$ cat config.mk
export PLATFORM = sky130hd
export DESIGN_NAME = fir_sample_window
export DESIGN_NICKNAME = d
export VERILOG_FILES = /design/src/rtl/fir_pkg.sv /design/src/rtl/fir_tap_shreg.sv /design/src/rtl/fir_sample_window.sv
export SDC_FILE = /design/constraint.sdc
export NUM_CORES = 1
export LEC_CHECK = 0
export CORE_MARGIN = 4
export CORE_UTILIZATION = 40
export DETAILED_ROUTE_END_ITERATION = 10
export PLACE_DENSITY = 0.76
export SKIP_CTS_REPAIR_TIMING = 1
export SYNTH_ARGS = -nofsm -noshare
export SYNTH_HDL_FRONTEND = slang
export SYNTH_SLANG_ARGS = --single-unit
$ cat constraint.sdc
create_clock -name clk -period 1.2 [get_ports clk]
set_input_delay 0.12 -clock clk [delete_from_list [all_inputs] [get_ports clk]]
set_output_delay 0.12 -clock clk [all_outputs]
set_load 0.02 [all_outputs]
$ cat src/rtl/fir_pkg.sv
// fir_pkg: shared FIR widths, control state type and filter coefficient constants.
package fir_pkg;
    localparam int FIR_DATA_W = 32;
    localparam int FIR_TAPS   = 4;
    typedef enum logic {STREAM, FLUSH} state_e;
    // IEEE-754 single 0.25 on every tap: a 4-point moving average.
    localparam logic [FIR_TAPS-1:0][31:0] FIR_COEF = {FIR_TAPS{32'h3E80_0000}};
endpackage

$ cat src/rtl/fir_tap_shreg.sv
// fir_tap_shreg: TAPS x DATA_W window shift register; slot 0 takes the new word.
// A clear together with a shift keeps only the incoming word, starting a fresh window.
module fir_tap_shreg import fir_pkg::*; #(
    parameter int DATA_W = FIR_DATA_W,
    parameter int TAPS   = FIR_TAPS
) (
    input  logic                     clk,
    input  logic                     rst_n,
    input  logic                     shift_en_i,
    input  logic                     clear_i,
    input  logic                     zero_ins_i,
    input  logic [DATA_W-1:0]        din_i,
    output logic [TAPS*DATA_W-1:0]   taps_o
);
    logic [TAPS*DATA_W-1:0] taps_q, taps_d;

    always_comb begin
        taps_d = taps_q;
        if (shift_en_i)
            taps_d = {clear_i ? {(TAPS-1)*DATA_W{1'b0}} : taps_q[(TAPS-1)*DATA_W-1:0],
                      zero_ins_i ? {DATA_W{1'b0}} : din_i};
        else if (clear_i)
            taps_d = '0;
    end

    always_ff @(posedge clk) begin
        if (!rst_n) taps_q <= '0;
        else        taps_q <= taps_d;
    end

    assign taps_o = taps_q;
endmodule

$ cat src/rtl/fir_sample_window.sv
// fir_sample_window: sliding TAPS-sample window with zero-padded startup for the FIR MAC stage.
// Optional FIR_WINDOW_FLUSH_EN: after in_last, shift TAPS-1 zero words out before the next signal.
module fir_sample_window import fir_pkg::*; #(
    parameter int DATA_W = FIR_DATA_W,
    parameter int TAPS   = FIR_TAPS
) (
    input  logic                   clk,
    input  logic                   rst_n,
    input  logic                   in_valid,
    output logic                   in_ready,
    input  logic [DATA_W-1:0]      in_data,
    input  logic                   in_last,
    output logic                   win_valid,
    input  logic                   win_ready,
    output logic [TAPS*DATA_W-1:0] win_data,
    output logic                   win_first,
    output logic                   win_last
);
    localparam int CW = $clog2(TAPS);
    localparam logic [CW-1:0] CNT_MAX = CW'(TAPS-1);

    state_e state_q, state_d;
    logic [CW-1:0] cnt_q, cnt_d, cnt_base;
    logic valid_q, valid_d, first_q, first_d, last_q, last_d;
    logic in_fire, out_fire, clr, shift, zero_ins;
`ifdef FIR_WINDOW_FLUSH_EN
    logic [CW-1:0] fcnt_q, fcnt_d;
`endif

    assign in_ready  = (state_q == STREAM) && (!valid_q || win_ready);
    assign win_valid = valid_q;
    assign win_first = first_q;
    assign win_last  = last_q;

    always_comb begin
        in_fire  = in_valid && in_ready;
        out_fire = valid_q && win_ready;
        clr      = out_fire && last_q;
        // Sending the last window restarts the count, even for a sample accepted in the same cycle.
        cnt_base = clr ? '0 : cnt_q;
        shift    = in_fire;
        zero_ins = 1'b0;
        state_d  = clr ? STREAM : state_q;
        cnt_d    = cnt_base;
        valid_d  = valid_q && !win_ready;
        first_d  = first_q;
        last_d   = last_q;
`ifdef FIR_WINDOW_FLUSH_EN
        fcnt_d   = fcnt_q;
`endif
        if (in_fire) begin
            valid_d = 1'b1;
            first_d = (cnt_base == '0);
            cnt_d   = (cnt_base == CNT_MAX) ? cnt_base : cnt_base + 1'b1;
`ifdef FIR_WINDOW_FLUSH_EN
            last_d  = 1'b0;
            state_d = in_last ? FLUSH : STREAM;
            fcnt_d  = CNT_MAX;
`else
            last_d  = in_last;
`endif
        end
`ifdef FIR_WINDOW_FLUSH_EN
        if (state_q == FLUSH && out_fire && !last_q) begin
            shift    = 1'b1;
            zero_ins = 1'b1;
            valid_d  = 1'b1;
            first_d  = 1'b0;
            last_d   = (fcnt_q == CW'(1));
            fcnt_d   = fcnt_q - 1'b1;
            cnt_d    = (cnt_base == CNT_MAX) ? cnt_base : cnt_base + 1'b1;
        end
`endif
    end

    always_ff @(posedge clk) begin
        if (!rst_n) begin
            state_q <= STREAM;
            cnt_q   <= '0;
            valid_q <= 1'b0;
            first_q <= 1'b0;
            last_q  <= 1'b0;
`ifdef FIR_WINDOW_FLUSH_EN
            fcnt_q  <= '0;
`endif
        end else begin
            state_q <= state_d;
            cnt_q   <= cnt_d;
            valid_q <= valid_d;
            first_q <= first_d;
            last_q  <= last_d;
`ifdef FIR_WINDOW_FLUSH_EN
            fcnt_q  <= fcnt_d;
`endif
        end
    end

    fir_tap_shreg #(.DATA_W(DATA_W), .TAPS(TAPS)) u_shreg (
        .clk        (clk),
        .rst_n      (rst_n),
        .shift_en_i (shift),
        .clear_i    (clr),
        .zero_ins_i (zero_ins),
        .din_i      (in_data),
        .taps_o     (win_data)
    );
endmodule

==> metrics.md <==
| Metric | Value |
|---|---|
| Finished Core Util | `between 60% and 70%` |
| Cell Pwr Density | `1427 nW/um^2` |
| Leak | `about 5.0 nW` |
| Sequential-to-total area share from yosys stat | `56.79%` |
| DP Cell Count | `760` |
| Crit path kind | `reg -> reg` |
| Critical Path AT | `between 1.5 and 2 ns` |
| Largest cells by area after synthesis | `dfxtp_1 57%, nand2_1 9.6%, o22ai_2 8.0%, o22ai_1 7.5%, a22o_1 6.0%` |
| DP Worst Slack | `-0.4318 ns` |
| Clk sinks | `133` |
| Post-synth EDFFs | `0` |
| Warnings, synthesis | `0` |
| Hold Vio Cnt, Final | `0` |
| Final Critical Period | `1.393 ns` |
| Ys async rst share | `0%` |
| Port buffer count | `approximately 170` |
| Clk Latency, worst-skew pair | `0.42 ns` |
| Count leader, synth | `dfxtp_1` |
| Initial Utilization | `40.88%` |
| Final Cycle Share | `116.1%` |
| CP Capture Type | `flip-flop` |
| First-pass GRT wire length | `21080 microns` |
| Drt wl/cell | `19.59 microns` |
| N_diodes | `0` |
| Final ANT Viol Nets | `0` |
| Worst Setup Start Kind | `flip-flop` |
| Pin count of the biggest net entering global routing | `80` |
| Vias per Instance | `5.417` |
| Grt ovf | `0` |
| Hold Path Stages | `3` |
| Max Freq | `about 700 MHz` |
| Reg clk slew, reported paths | `0.05 ns` |
| R2R cell count | `5` |
| Synth area leader | `dfxtp_1` |
| DR iter-0 viols | `about 320` |
| Commonest cells in the synthesized netlist | `133 x dfxtp_1, 120 x nand2_1, 56 x o22ai_1` |
| Syn_area_per_cell | `10.02 sq um` |
| HPWL after DPL | `9056 microns` |
| Predominant post-synthesis flop cell | `dfxtp_1` |
| Syn nets | `slightly above 500` |
| Slew @ Worst Pin | `0.3340 ns` |
| Synth unique cells | `24` |
| Die X | `116.3 microns` |
| Die Ht | `116.3 microns` |
| Core Box Area | `11470 sq um` |
| Worst clock skew | `0.008207 ns` |
| Failing checks | `setup timing` |
| Final WS setup | `-0.1929 ns` |
| TritonCTS Buffers | `17` |
| CTS tree | `built` |
| Synth Register Bits | `133` |
| Worst Hold Class | `in -> reg` |
| MaxCap Viol Count | `0` |
| Area grow syn2layout | `70.43%` |
| Initial antenna violation count | `0` |
| Vias in the first global route | `4159` |
| Ratio of cells with drive above 1 in the final layout | `19.94%` |
| CTS max path bufs | `2` |
| Nets | `696` |
| CP Data Required Time | `1.49 ns` |
| I/O pins | `169` |
| Cell row count | `39` |
| DR pass1 iterations | `4` |
| Critical Path Fanout Max | `43` |
| Die ar. | `13520 sq um` |
| Routability cong. | `~0.84` |
| Setup violations, final | `132` |
| Status | `finished, violations left` |
| Root buffer cell | `clkbuf_16` |
| DR vias | `~4400` |
| H-Tree Depth | `4` |
| Pins Over Slew Limit | `0` |
| RSZ-0062 raised after global routing | `true` |
| Max-slew headroom | `77.73%` |
| Worst ir drop on vdd | `0.0009554 V` |
| Cells after Synth | `468` |
| Post-Syn Area | `4688 sq um` |
| Residual DRC | `0` |
| Total power | `11.40 mW` |
| Worst reg-to-reg setup slack | `-0.19 ns` |
| Top cell type's share of synthesized area | `56.79%` |
| Gr usage total | `19.62%` |
| Finished Layout Cells | `815` |
| DRT Wirelength | `approximately 16000 microns` |
==> worst max-delay path, stage by stage (launching register included) <==
cell     delay [ns]
dfxtp_2        0.36
buf_4          0.13
nand3_1        0.16
nand3_4        0.20
buf_12         0.25
o22ai_1        0.14
==> where the power goes <==
| part | leakage [nW] | switching, mW | internal (mW) |
|---|---|---|---|
| clock | 0.295 | 1.94 | 3.36 |
| sequential | 1.08 | 0.0964 | 4.56 |
| combinational | 3.64 | 0.750 | 0.688 |
| total | 5.02 | 2.79 | 8.61 |
==> through the flow <==
stage,TNS (ns),hold WS [ns],area (sq um)
2_1_floorplan,-6.039,0.2455,4716
3_3_place_gp,-43.93,0.4542,6615
3_5_place_dp,-48.03,0.4598,6615
4_1_cts,-56.31,0.05947,7223
5_1_grt,-21.37,0.09502,7990
6_report,-17.15,0.1007,7990
==> cell type report <==
class                   instances  area [sq um]
fillers                       825          3477
flip-flops and latches        133          2668
inverters                       4         15.01
clock buffers                  19         452.9
multi-input cells             290          1871
well taps                     143         178.9
repair buffers                213          2650
clock inverters                13         155.1
==> cell usage in the layout, fill, tap and decap left out, types with 3 or more instances in the layout <==
cell type / n
o22ai_1: 50
dfxtp_1: 131
o21a_4: 4
clkinvlp_4: 3
clkdlybuf4s50_1: 35
nand2_1: 120
a21oi_1: 13
buf_4: 20
clkbuf_16: 25
a22o_1: 32
bufinv_16: 3
buf_12: 11
nand3_1: 13
clkinv_2: 5
buf_6: 4
o21ai_0: 12
inv_2: 3
clkbuf_2: 5
dlymetal6s2s_1: 127
o22ai_2: 34
==> sequential cells by signal (all words and copies together), names as in the netlist <==
| register | flops |
|---|---|
| win_valid | 1 |
| u_shreg.taps_o | 128 |
| win_first | 1 |
| cnt_q | 2 |
| win_last | 1 |
==> metal layers <==
metal  share of wire, %  GRT usage [%]  up-vias
li1                   -              -     2071
met1                 41          23.87     2175
met2                 51          32.49      144
met3                5.9          5.803       25
met4                2.0          8.043        0
met5                  0              0        -
==> logic make-up (layout without fill, tap and decap cells) <==
kind of cell | after synthesis | after routing | synth area share, %
AOI/OAI and AO/OA | 147 | 150 | 24.79
DFF | 133 | 133 | 56.79
muxes | 1 | 1 | 0.2402
buffers and inverters | 48 | 249 | 6.031
and+or+nand+nor | 139 | 139 | 12.14
==> path summary, 6_finish.rpt <==
path,from,end
max,win_last$_SDFFE_PN0P_,u_shreg.taps_o[113]$_SDFFE_PN0P_
min,rst_n,win_last$_SDFFE_PN0P_
max reg2reg,win_last$_SDFFE_PN0P_,u_shreg.taps_o[113]$_SDFFE_PN0P_
min reg2reg,u_shreg.taps_o[107]$_SDFFE_PN0P_,u_shreg.taps_o[107]$_SDFFE_PN0P_
No activity file was read; power rests on OpenSTA's default activity.
